[src/rtl/fft.sv]
// ---------------------------------------------------------------------------
// fft
//
// Streaming 4-point radix-4 DFT on complex fixed-point samples. One sample
// enters per clock and one frequency bin leaves per clock. The input is cut
// into back-to-back 4-sample frames, aligned to reset release. While one
// frame is being captured, the four bins of the previous frame are shifted
// out.
//
// Output scaling is 1/4 (arithmetic shift right by two, floor rounding), so
// the result always fits back into DW bits. Twiddles are only +-1 and +-j,
// so the datapath is adders only.
//
// Ports:
//   clk      : rising-edge clock
//   rst_n    : asynchronous active-low reset; discards any partial frame
//   data_in  : complex sample, [2*DW-1:DW] real, [DW-1:0] imag, signed
//   data_out : complex bin, same packing, registered
// ---------------------------------------------------------------------------
module fft #(
    parameter int DW = 17
) (
    input  logic            clk,
    input  logic            rst_n,
    input  logic [2*DW-1:0] data_in,
    output logic [2*DW-1:0] data_out
);

    // Two guard bits are enough for an exact sum of four DW-bit terms.
    localparam int SW = DW + 2;

    typedef logic signed [SW-1:0] sum_t;

    logic [1:0]      r_cnt;
    logic [DW-1:0]   r_re [3];
    logic [DW-1:0]   r_im [3];
    logic [2*DW-1:0] r_hold1;
    logic [2*DW-1:0] r_hold2;
    logic [2*DW-1:0] r_hold3;

    sum_t w_r0, w_r1, w_r2, w_r3;
    sum_t w_i0, w_i1, w_i2, w_i3;
    sum_t w_x0r, w_x0i, w_x1r, w_x1i, w_x2r, w_x2i, w_x3r, w_x3i;

    logic [2*DW-1:0] w_bin0;
    logic [2*DW-1:0] w_bin1;
    logic [2*DW-1:0] w_bin2;
    logic [2*DW-1:0] w_bin3;
    logic            w_unused;

    // x0..x2 come from the buffer; x3 is taken straight from the input on
    // the cnt=3 edge so the bins are ready without an extra cycle.
    assign w_r0 = {{2{r_re[0][DW-1]}}, r_re[0]};
    assign w_i0 = {{2{r_im[0][DW-1]}}, r_im[0]};
    assign w_r1 = {{2{r_re[1][DW-1]}}, r_re[1]};
    assign w_i1 = {{2{r_im[1][DW-1]}}, r_im[1]};
    assign w_r2 = {{2{r_re[2][DW-1]}}, r_re[2]};
    assign w_i2 = {{2{r_im[2][DW-1]}}, r_im[2]};
    assign w_r3 = {{2{data_in[2*DW-1]}}, data_in[2*DW-1:DW]};
    assign w_i3 = {{2{data_in[DW-1]}}, data_in[DW-1:0]};

    // Multiplying by -j swaps real/imag with a sign change, hence the
    // crossed terms in X1 and X3.
    assign w_x0r = w_r0 + w_r1 + w_r2 + w_r3;
    assign w_x0i = w_i0 + w_i1 + w_i2 + w_i3;
    assign w_x1r = w_r0 + w_i1 - w_r2 - w_i3;
    assign w_x1i = w_i0 - w_r1 - w_i2 + w_r3;
    assign w_x2r = w_r0 - w_r1 + w_r2 - w_r3;
    assign w_x2i = w_i0 - w_i1 + w_i2 - w_i3;
    assign w_x3r = w_r0 - w_i1 - w_r2 + w_i3;
    assign w_x3i = w_i0 + w_r1 - w_i2 - w_r3;

    // Taking bits [DW+1:2] is the floor shift by two, truncated to DW bits.
    assign w_bin0 = {w_x0r[DW+1:2], w_x0i[DW+1:2]};
    assign w_bin1 = {w_x1r[DW+1:2], w_x1i[DW+1:2]};
    assign w_bin2 = {w_x2r[DW+1:2], w_x2i[DW+1:2]};
    assign w_bin3 = {w_x3r[DW+1:2], w_x3i[DW+1:2]};

    // The two fraction bits dropped by the scaling are intentionally unused.
    assign w_unused = ^{w_x0r[1:0], w_x0i[1:0], w_x1r[1:0], w_x1i[1:0],
                        w_x2r[1:0], w_x2i[1:0], w_x3r[1:0], w_x3i[1:0]};

    // Holding registers are only read at cnt=0..2 and only loaded at cnt=3,
    // so the previous frame's bins are never overwritten before they leave.
    always_ff @(posedge clk or negedge rst_n) begin
        if (!rst_n) begin
            r_cnt    <= 2'd0;
            r_re[0]  <= '0;
            r_re[1]  <= '0;
            r_re[2]  <= '0;
            r_im[0]  <= '0;
            r_im[1]  <= '0;
            r_im[2]  <= '0;
            r_hold1  <= '0;
            r_hold2  <= '0;
            r_hold3  <= '0;
            data_out <= '0;
        end else begin
            r_cnt <= r_cnt + 2'd1;
            case (r_cnt)
                2'd0: begin
                    r_re[0]  <= data_in[2*DW-1:DW];
                    r_im[0]  <= data_in[DW-1:0];
                    data_out <= r_hold1;
                end
                2'd1: begin
                    r_re[1]  <= data_in[2*DW-1:DW];
                    r_im[1]  <= data_in[DW-1:0];
                    data_out <= r_hold2;
                end
                2'd2: begin
                    r_re[2]  <= data_in[2*DW-1:DW];
                    r_im[2]  <= data_in[DW-1:0];
                    data_out <= r_hold3;
                end
                default: begin
                    data_out <= w_bin0;
                    r_hold1  <= w_bin1;
                    r_hold2  <= w_bin2;
                    r_hold3  <= w_bin3;
                end
            endcase
        end
    end

endmodule

[config.mk]
export PLATFORM = sky130hd
export DESIGN_NAME = fft
export DESIGN_NICKNAME = d
export VERILOG_FILES = /design/src/rtl/fft.sv
export SDC_FILE = /design/constraint.sdc
export NUM_CORES = 1
export LEC_CHECK = 0
export ABC_AREA = 1
export BUFFER_PORTS_ARGS = -buffer_cell sky130_fd_sc_hd__buf_4
export CORE_ASPECT_RATIO = 1.5
export CORE_MARGIN = 2
export CORE_UTILIZATION = 50
export DETAILED_ROUTE_END_ITERATION = 10
export PLACE_DENSITY = 0.66
export SKIP_CTS_REPAIR_TIMING = 1
export SLEW_MARGIN = 20
export SYNTH_ARGS = -nofsm -noshare
export SYNTH_HDL_FRONTEND = slang
export SYNTH_SLANG_ARGS = --single-unit
[constraint.sdc]
create_clock -name clk -period 4.9 [get_ports clk]
set_input_delay 0.735 -clock clk [delete_from_list [all_inputs] [get_ports clk]]
set_output_delay 0.735 -clock clk [all_outputs]
set_load 0.005 [all_outputs]
# ---- Word level (Yosys, flattened, before mapping)
# Cells that the tools add are included.
dict set report totals {
  reg_bits 240
  latch_bits 0
  ramBits 0
  mem_bits_ro 0
  in_bits 36
  out_inout_bits 34
  word_cells 41
  n_memories 0
}
dict set report op_classes {
  n_addsub 25
  n_mul 0
  div_mod_pow 0
  order_cmp 0
  eq_ne 2
  shifts 0
  muxes 1
  bitwise_logic 0
  n_reduce_logical 2
}
# op n
set op_table {}
lappend op_table {{34-bit one-hot mux with 3 select lines} 1}
lappend op_table {{18-bit by 17-bit adder with 19-bit output} 4}
lappend op_table {{19-bit by 17-bit adder with 19-bit output} 4}
lappend op_table {{18-bit by 17-bit subtractor with 19-bit output} 4}
lappend op_table {{19-bit by 17-bit subtractor with 19-bit output} 4}
lappend op_table {{17-bit by 17-bit adder with 18-bit output} 4}
lappend op_table {{17-bit by 17-bit subtractor with 18-bit output} 4}
lappend op_table {{3-bit OR reduction} 1}
lappend op_table {{2-bit by 1-bit adder with 2-bit output (second input constant)} 1}
lappend op_table {{2-bit by 1-bit == test with 1-bit output (second input constant)} 1}
lappend op_table {{2-bit == test (second input constant)} 1}
lappend op_table {{2-bit zero test} 1}

# ---- Longest topological paths before layout
dict set report depth {
  word_depth 4
  mapped_depth 17
  depth_no_buf 17
}

# ---- Worst setup path before layout
# Ideal clock, no wire load.
dict set report synth_timing {
  kind {input port to flip-flop}
  start {in data_in[18]}
  end {reg data_out[32]}
  setup_time_ps 117
  arrival_ps 3069
  required_ps 4783
  path_slack_ps 1713
  stages 16
  n_path_buf 0
  path_cell_list {inv_1 -> fa_1 -> inv_1 -> fa_1 -> nand2_1 -> nor2_4 -> fa_1 -> nand2_1 -> nand3_1 -> and2_4 -> nand2_2 -> nand2_2 -> nand2_1 -> nand3b_1 -> nand3_1 -> nand2_1}
}
dict set report synth_between {
  elab_chain_len 2
}
# element line
set synth_rtl {}
lappend synth_rtl {{start: declaration} 25} ;# input logic [2*DW-1:0] data_in,
lappend synth_rtl {{19-bit by 17-bit adder with 19-bit output} 64} ;# assign w_x0r = w_r0 + w_r1 + w_r2 + w_r3;
lappend synth_rtl {{34-bit one-hot mux with 3 select lines} 100} ;# case (r_cnt)
lappend synth_rtl {{end signal: assignment} 104} ;# data_out <= r_hold1;
lappend synth_rtl {{end signal: assignment} 109} ;# data_out <= r_hold2;
lappend synth_rtl {{end signal: assignment} 114} ;# data_out <= r_hold3;
lappend synth_rtl {{end: declaration} 26} ;# output logic [2*DW-1:0] data_out
# Every way passes these cells.
# A chain may end at the register's enable or synchronous reset.

# ---- Final worst setup path
dict set report layout_timing {
  start {reg r_im[1] in the netlist's numbering}
  end {reg data_out[5]}
}
dict set report layout_between {
  elab_chain_len 3
}
# element line
set layout_rtl {}
lappend layout_rtl {{start: declaration} 36} ;# logic [DW-1:0] r_im [3];
lappend layout_rtl {{18-bit by 17-bit adder with 19-bit output} 65} ;# assign w_x0i = w_i0 + w_i1 + w_i2 + w_i3;
lappend layout_rtl {{19-bit by 17-bit adder with 19-bit output} 65}
lappend layout_rtl {{34-bit one-hot mux with 3 select lines} 100}
# Every way passes these cells.

==> flow_metrics.env <==
export IMPL_antenna_found_initial=1
export IMPL_cp_max_fo=5
export IMPL_post_route_min_period_ns=3.46
export IMPL_ys_seq_elements=240
export IMPL_slew_limit_headroom=0.336
export IMPL_vias=20500
export IMPL_dr_pass1_iters=6
export IMPL_grt_pass1_vias=20500
export IMPL_synth_top_family_by_area="adder cells"
export IMPL_maxCapViolCount=0
export IMPL_start_util=0.507
export IMPL_setup_violations=0
export IMPL_core_area_sq_um=47800
export IMPL_report_final_slew_viol_count=0
export IMPL_clock_latency_ns=0.59
export IMPL_wl_per_cell_um=21.1
export IMPL_tightestPinTransition_ns=0.996
export IMPL_finalHoldViolCount=0
export IMPL_die_h_um=274
export IMPL_synth_mux_area_frac=0
export IMPL_clk_pin_slew_worst_paths_ns=0.06
export IMPL_die_area_sq_um=50300
export IMPL_yosysSeqAreaShare=0.248
export IMPL_cp_start_kind="register"
export IMPL_fp_row_count=98
export IMPL_cts_tree="done"
export IMPL_synth_main_ff_cell="dfrtp_1"
export IMPL_async_flop_share=1.00
export IMPL_cts_max_level=1
export IMPL_cts_sinks=240
export IMPL_cts_inserted_buffers=28
export IMPL_netlist_area_sq_um=24200
export IMPL_yosys_area_top_type="dfrtp_1"
export IMPL_drive_above_1_share=0.0669
export IMPL_path_class="register to register"
export IMPL_clock_root_buffer="clkbuf_16"
export IMPL_drt_iter0_drc=1853
export IMPL_synth_edf_count=0
export IMPL_cts_buffer_depth=3
export IMPL_endpoint_kind="register"
export IMPL_fin_nets=3587
export IMPL_yosysWarnings=0
export IMPL_synth_nets=3539
export IMPL_avgSynthCellArea_sq_um=7.86
export IMPL_rsz0062_at_grt="no"
export IMPL_skew_ns=0.0313
export IMPL_synth_simple_area_share=0.244
export IMPL_synth_xor_area_frac=0.0206
export IMPL_synth_cell_type_count=44
export IMPL_p_per_area_nw_per_um2=449
export IMPL_synth_compound_area_frac=0.0863
export IMPL_hold_path_class="primary input to asynchronous set/reset pin"
export IMPL_grt_max_degree=104
export IMPL_final_util=0.550
export IMPL_grt_pass1_wl_mm=120
export IMPL_tns_ns=0
export IMPL_leakagePower_nw=13.6
export IMPL_post_synth_top_area_fraction=0.248
export IMPL_crit_arrival_ns=3.89
export IMPL_vias_per_cell=5.45
export IMPL_layoutNonFillerInstCount=3755
export IMPL_hpwlAfterDp_mm=63.8
export IMPL_synth_adder_area_share=0.301
export IMPL_final_period_utilization=0.706
export IMPL_placed_cells=3702
export IMPL_io_pins=70
export IMPL_pre_cts_slack_ns=1.17
export IMPL_r2r_cells=11
export IMPL_grt_util_all_layers=0.322
export IMPL_finalWorstSetupSlack_ns=1.44
export IMPL_cp_required_ns=5.33
export IMPL_die_x_um=184
export IMPL_antenna_left=0
export IMPL_ir_worst_vdd_v=0.000321
export IMPL_syn_inst=3084
export IMPL_status="finished, final reports clean"
export IMPL_overflow=0
export IMPL_numPortBuffers=69
export IMPL_fmax_ghz=0.289
export IMPL_drcViolationCount=0
export IMPL_yosys_top_cells_area="dfrtp_1, fa_1, nand2_1"
export IMPL_place_gp_congestion=1.01
export IMPL_syn_to_final_growth_pct=8.66
export IMPL_routed_wl_mm=79.1
[cells by family (layout without fill, tap and decap cells)]
group | count (synthesis) | after routing
AOI/OAI and AO/OA | 380 | 380
xor gates and xnor gates | 57 | 57
adders and majority gates | 419 | 419
buffers and inverters | 626 | 696
DFF | 240 | 240
other | 0 | 1
and+or+nand+nor | 1362 | 1362
[critical path, stage by stage (launching register included)]
cell and delay [ns]:
dfrtp_1 0.54, inv_1 0.17, fa_1 0.54, fa_1 0.44
inv_1 0.07, nand2_1 0.14, fa_1 0.56, o21ai_2 0.25
nand2_1 0.07, nand2_1 0.13, nor2_1 0.05, o21ai_0 0.34
[cell usage after synthesis (all sizes together) (3+ instances only)]
cell type,n
inv,564
clkbuf,25
a21o,4
a21oi,138
o21bai,22
a31o,6
dfrtp,240
nand3b,55
buf,37
nor3,5
ha,145
xnor2,38
fa,274
nand3,173
xor2,19
nand4,3
nor2,134
a32oi,4
nor4,25
or2,19
nand2,947
o21ai,197
[per-stage QoR]
stage / cell area [sq um] / total power, mW / hold WS, ns
final: 26300 / 11.8 / 0.221
after global routing: 26300 / 12.8 / 0.282
after CTS: 26300 / 11.8 / 0.266
after detailed placement: 25400 / 9.47 / 0.466
after global placement: 25400 / 9.36 / 0.463
after floorplan: 24200 / 7.39 / 0.439
[power breakdown]
part           internal, mW  leakage (nW)  switching (mW)
logic                  2.47          10.4            4.16
clock network          1.31         0.467           0.940
registers              2.59          2.77           0.361
total                  6.37          13.6            5.46
[cells in the final DEF, fill, tap and decap left out, drive strengths merged, types with 40 or more instances in the layout]
cell type | netlist | final
clkbuf | 25 | 40
nor2 | 134 | 134
inv | 564 | 563
nand3 | 173 | 173
nand2 | 947 | 947
dfrtp | 240 | 240
fa | 274 | 274
buf | 37 | 80
o21ai | 197 | 197
ha | 145 | 145
nand3b | 55 | 55
a21oi | 138 | 138
[per-layer routing]
metal	wire, um	part of all wire	global-route usage	vias up
met2	39300	0.50	0.562	772
met3	4400	0.056	0.0381	202
met1	29300	0.37	0.374	9896
met4	6040	0.076	0.208	0
met5	0	0	0	-
li1	-	-	-	9607
[cell type report]
cell class / count / area, sq um
flip-flops and latches: 240 / 6010
multi-input cells: 2218 / 15900
repair buffers: 80 / 633
fillers: 4594 / 21500
diodes: 1 / 2.50
inverters: 564 / 2120
clock inverters: 12 / 143
well taps: 600 / 751
clock buffers: 40 / 817
[state kept, by name (all words and copies together), names as in the netlist]
register and cells:
r_im 51, r_re 51, r_hold3 34, r_hold2 34
data_out 34, r_cnt 2, r_hold1 34
[path summary, 6_finish.rpt]
check,startpoint,slack (ns),to
worst max register to register,r_im[1],1.44,data_out[5]
worst min-delay path,rst_n,0.22,r_hold1[16]
min in group clk,data_in[31],0.42,r_re[14]
worst min register to register,r_hold3[14],0.48,r_hold3[14]
max in group asynchronous,rst_n,3.54,r_re[35]
worst max-delay path,r_im[1],1.44,data_out[5]
Note: power is estimated with default switching activity, not from simulation.
